### config.mk
export PLATFORM = sky130hd
export DESIGN_NAME = adrv9001_mssi_sync_seq
export DESIGN_NICKNAME = d
export VERILOG_FILES = /design/src/rtl/adrv9001_mssi_sync_seq.sv
export SDC_FILE = /design/constraint.sdc
export NUM_CORES = 1
export LEC_CHECK = 0
export CAP_MARGIN = 20
export CORE_ASPECT_RATIO = 2
export CORE_MARGIN = 2
export CORE_UTILIZATION = 58
export DETAILED_ROUTE_END_ITERATION = 16
export DONT_BUFFER_PORTS = 1
export PLACE_DENSITY = 0.84
export SLEW_MARGIN = 40
export SYNTH_ARGS = -nofsm -noshare
export SYNTH_HDL_FRONTEND = slang
export SYNTH_SLANG_ARGS = --single-unit
### constraint.sdc
create_clock -name clk -period 2 [get_ports clk]
set_input_delay 0.1 -clock clk [delete_from_list [all_inputs] [get_ports clk]]
set_output_delay 0.1 -clock clk [all_outputs]
set_load 0.02 [all_outputs]
### src/rtl/adrv9001_mssi_sync_seq.sv
// MSSI synchronisation sequencer: quiesces the channel enables, pulses mssi_sync,
// waits a settle interval and then hands the enables back to the control layer.
module adrv9001_mssi_sync_seq #(
  parameter int CNT_WIDTH = 16,
  parameter int CH_NUM    = 4
) (
  input  logic                 clk,
  input  logic                 rst,
  input  logic                 sync_req,
  input  logic                 ext_sync,
  input  logic                 ext_sync_en,
  input  logic [CNT_WIDTH-1:0] cfg_pre_len,
  input  logic [CNT_WIDTH-1:0] cfg_pulse_len,
  input  logic [CNT_WIDTH-1:0] cfg_settle_len,
  input  logic [CH_NUM-1:0]    ch_enable_req,
  input  logic                 err_clr,
  output logic [CH_NUM-1:0]    ch_enable,
  output logic                 mssi_sync,
  output logic                 busy,
  output logic                 done,
  output logic [7:0]           sync_count,
  output logic                 err_overrun
);

  localparam logic [1:0] S_IDLE    = 2'd0;
  localparam logic [1:0] S_QUIESCE = 2'd1;
  localparam logic [1:0] S_PULSE   = 2'd2;
  localparam logic [1:0] S_SETTLE  = 2'd3;

  localparam logic [CNT_WIDTH-1:0] CNT_ONE = CNT_WIDTH'(1);

  logic [1:0]           state_q, state_d;
  logic [CNT_WIDTH-1:0] cnt_q, cnt_d;
  logic [CNT_WIDTH-1:0] pulse_m1_q, pulse_m1_d;
  logic [CNT_WIDTH-1:0] settle_m1_q, settle_m1_d;
  logic [CH_NUM-1:0]    ch_enable_q, ch_enable_d;
  logic                 mssi_q, mssi_d;
  logic                 busy_q, busy_d;
  logic                 done_q, done_d;
  logic [7:0]           count_q, count_d;
  logic                 err_q, err_d;
  logic                 trig_prev_q;
  logic                 trig;
  logic                 overrun;
  logic                 idle_next;

  // Lengths are clamped to 1, so the stored value is max(len,1)-1.
  function automatic logic [CNT_WIDTH-1:0] len_m1(input logic [CNT_WIDTH-1:0] len);
    return (len == '0) ? '0 : len - CNT_ONE;
  endfunction

  assign trig = sync_req | (ext_sync & ext_sync_en);

  always_comb begin
    state_d     = state_q;
    cnt_d       = cnt_q;
    pulse_m1_d  = pulse_m1_q;
    settle_m1_d = settle_m1_q;
    done_d      = 1'b0;
    count_d     = count_q;
    case (state_q)
      S_IDLE: begin
        if (trig) begin
          state_d     = S_QUIESCE;
          cnt_d       = len_m1(cfg_pre_len);
          pulse_m1_d  = len_m1(cfg_pulse_len);
          settle_m1_d = len_m1(cfg_settle_len);
        end
      end
      S_QUIESCE: begin
        if (cnt_q == '0) begin
          state_d = S_PULSE;
          cnt_d   = pulse_m1_q;
        end else begin
          cnt_d = cnt_q - CNT_ONE;
        end
      end
      S_PULSE: begin
        if (cnt_q == '0) begin
          state_d = S_SETTLE;
          cnt_d   = settle_m1_q;
        end else begin
          cnt_d = cnt_q - CNT_ONE;
        end
      end
      S_SETTLE: begin
        if (cnt_q == '0) begin
          state_d = S_IDLE;
          done_d  = 1'b1;
          count_d = count_q + 8'd1;
        end else begin
          cnt_d = cnt_q - CNT_ONE;
        end
      end
      default: state_d = S_IDLE;
    endcase
  end

  // Only a fresh trigger edge while running is an overrun; a held request is not.
  assign overrun   = (state_q != S_IDLE) & trig & ~trig_prev_q;
  assign err_d     = overrun ? 1'b1 : (err_clr ? 1'b0 : err_q);
  assign idle_next = (state_d == S_IDLE);
  assign mssi_d    = (state_d == S_PULSE);
  assign busy_d    = ~idle_next;

  generate
    for (genvar gi = 0; gi < CH_NUM; gi++) begin : g_ch_gate
      assign ch_enable_d[gi] = ch_enable_req[gi] & idle_next;
    end
  endgenerate

  always_ff @(posedge clk) begin
    if (rst) begin
      state_q     <= S_IDLE;
      cnt_q       <= '0;
      pulse_m1_q  <= '0;
      settle_m1_q <= '0;
      ch_enable_q <= '0;
      mssi_q      <= 1'b0;
      busy_q      <= 1'b0;
      done_q      <= 1'b0;
      count_q     <= 8'd0;
      err_q       <= 1'b0;
      trig_prev_q <= 1'b0;
    end else begin
      state_q     <= state_d;
      cnt_q       <= cnt_d;
      pulse_m1_q  <= pulse_m1_d;
      settle_m1_q <= settle_m1_d;
      ch_enable_q <= ch_enable_d;
      mssi_q      <= mssi_d;
      busy_q      <= busy_d;
      done_q      <= done_d;
      count_q     <= count_d;
      err_q       <= err_d;
      trig_prev_q <= trig;
    end
  end

  assign ch_enable   = ch_enable_q;
  assign mssi_sync   = mssi_q;
  assign busy        = busy_q;
  assign done        = done_q;
  assign sync_count  = count_q;
  assign err_overrun = err_q;

endmodule

==> qor.yml <==
yosysSeqAreaShare: 0.334
drt_iter0_drc: 410
yosysWarnings: 0
port_buffers: 0
cts_made_buffers: 9
final_nets: 627
period_share: 0.984
ys.flop_type: "dfxtp_1"
start_util: 0.588
fin_cells: 656
h-tree-depth: 3
internal-power_uw: 3030
dp_cells: 617
end_kind: "flip-flop"
clock.fmax_ghz: 0.508
syn_area_um2: 4020
antenna_found_initial: 0
max_slew_margin: 0.528
crit_family: "compound AO/OA/AOI/OAI gates"
synth-seq-cells: 67
clk_pin_slew_ns: 0.05
die_w_um: 62.8
synth-edff-count: 0
cp.arrival_ns: 2.23
first_global_vias: 3958
hold_viol_final: 0
syn2layout_area_growth_pct: 23.6
ir_worst_vdd_mv: 0.614
die_area_um2: 7650
diodes: 0
place_congestion: 0.968
p_sw_uw: 1200
dp_slack_ns: 0.0296
cts.sinks: 67
grt_pass1_wl_mm: 19.0
worst_skew_pair.late_latency_ns: 0.33
synth_fp_nets: 576
crit_slowest_cell: "o31ai_1"
outcome: "completed"
row_count: 43
core_um2: 6830
avgSynthCellArea_um2: 7.86
wire_per_inst_um: 18.4
ys_types: 53
fillers: 537
p_leak_uw: 0.00185
setup_violations: 0
route.detailed.drc: 0
synthTopCellsByArea: "dfxtp_1 (33%), nor2_1 (6.4%), xnor2_1 (6.1%)"
synth.largest_area_cell: "dfxtp_1"
viasPerCell: 6.38
period_minus_slack_ns: 1.97
cts_root_buf: "clkbuf_16"
clock_skew_ns: 0.00651
wl_mm: 12.1
power_frac_seq: 0.369
slew_viol_final: 0
track_usage: 0.319
async_flop_share: 0
dr_total_vias: 4182
power_frac_clock: 0.395
cts_tree: "done"
fp.dieH_um: 122
hpwl_mm: 8.17
combPwrFrac: 0.236
syn_inst: 511
path_class: "flip-flop to flip-flop"
hold_path.class: "primary input to flip-flop"
critical_path_buf_inv_count: 2
synth_top_area_share: 0.334
grt_max_degree: 38
p_per_area_nw_per_um2: 852
worst_pin_slew_ns: 0.708
total_power_uw: 4230
io_pins: 74
detail-route-antenna-nets: 0
ctsLongestPathBuffers: 2
drt-pass1-iter-count: 5
cp.required_ns: 2.27
drive_gt1_frac: 0.138
finalSetupTns_ns: 0
drv_cap: 0
worst_slack_ns: 0.0323
sw_frac_of_total: 0.284
grt-ovfl-total: 0
cp-start-kind: "flip-flop"
cp_max_fo: 20
crit_chain: "inv_1 > ha_1 > nor4b_2 > nand4_1 > buf_6 > o31ai_1 > a221oi_1 > nor2_1"
cpPeakStageDelay_ns: 0.49
kinds of logic (layout without fill, tap and decap cells):
family,after synthesis,count (layout),synth area share
AOI/OAI and AO/OA,122,122,0.203
buffers and inverters,39,94,0.0380
DFF,67,67,0.334
adders and majority gates,7,7,0.0218
muxes,1,1,0.00249
and+or+nand+nor,223,223,0.287
xor gates and xnor gates,52,52,0.113
power by group through the flow:
stage / clock network (uW) / registers [uW] / logic, uW
floorplan: 0 / 1560 / 574
global placement: 0 / 1580 / 827
detailed placement: 0 / 1580 / 839
CTS: 1680 / 1550 / 905
global route: 1720 / 1570 / 1080
finish: 1670 / 1560 / 997
stage by stage:
step	utilization	instance area, um^2	hold slack (ns)
detailed placement	0.634	4330	0.178
floorplan	-	4020	0.215
CTS	0.711	4860	0.00183
global placement	0.633	4330	0.176
finish	0.726	4960	0.00512
global route	0.726	4960	0.0218
final timing paths:
path / startpoint / slack, ns / to / depth (start not counted)
worst min register to register: settle_m1_q[1] / 0.47 / settle_m1_q[1] / 2
worst max register to register: cnt_q[0] / 0.03 / cnt_q[8] / 8
worst min-delay path: cfg_pulse_len[9] / 0.005 / pulse_m1_q[9] / 2
worst max-delay path: cnt_q[0] / 0.03 / cnt_q[8] / 8
worst register-to-register path, cell delays in order, from the launching register on:
cell      delay, ns
dfxtp_2        0.33
inv_1          0.07
ha_1           0.15
nor4b_2        0.23
nand4_1        0.16
buf_6          0.20
o31ai_1        0.49
a221oi_1       0.13
nor2_1         0.14
per-layer routing:
metal	part of all wire	wire, um	vias up	track usage
met3	0.079	955	61	0.0637
met1	0.37	4500	1913	0.372
met5	0	0	-	0
li1	-	-	1961	-
met2	0.49	5910	247	0.528
met4	0.059	712	0	0.211
area by class of cell:
type / count / area [um^2] / area share
Inverter: 17 / 63.8 / 0.0129
Clock inverter: 2 / 60.1 / 0.0121
Multi-Input combinational cell: 405 / 2600 / 0.524
Clock buffer: 13 / 250 / 0.0504
Timing Repair Buffer: 62 / 533 / 0.107
Sequential cell: 67 / 1340 / 0.271
Tap cell: 90 / 113 / 0.0227
registers in the layout, indices dropped and copies added, names as in the netlist:
name / flops
busy: 1
trig_prev_q: 1
done: 1
cnt_q: 16
mssi_sync: 1
pulse_m1_q: 16
state_q: 2
err_overrun: 1
sync_count: 8
settle_m1_q: 16
ch_enable: 4
repair_timing:
action | 4_1_cts | 5_1_grt
hold buffers | 20 | 0
pin swaps | 0 | 2
gates cloned | 0 | 0
setup buffers | 0 | 4
gates resized for setup | 2 | 17
endpoints found under the setup margin | 1 | 12
hold endpoints to repair | 52 | 0
placed cells by master, fill, tap and decap left out, drive strengths merged, types with 3 or more instances in the layout:
master       count
or4              8
o21ai           36
o31ai            9
nor4            16
buf             43
a211oi           4
inv             17
nor2            69
a31oi            3
nor2b            6
and2             4
nand4b           3
nand4           16
xnor2           28
nand2           41
a2bb2oi         13
clkbuf          13
ha               7
dlygate4sd3     19
xor2            24
or3              3
nor3            23
a221oi          10
a21oi           30
and3             5
dfxtp           67
nand2b           5
nand3           13
Yosys cell counts (4+ instances only):
cell type	number
nand4_1	16
a221oi_1	10
nand2_1	41
and3_1	5
clkbuf_1	17
nor4_1	12
inv_1	17
a21oi_1	30
a211oi_1	4
dfxtp_1	67
o31ai_1	9
nor2_1	69
nand2b_1	5
xnor2_1	28
o21ai_0	34
and2_1	4
or4_1	6
nor3_1	23
ha_1	7
xor2_1	24
buf_2	5
nor2b_1	6
a2bb2oi_1	13
nand3_1	13
Power figures use the tool's default switching activity.
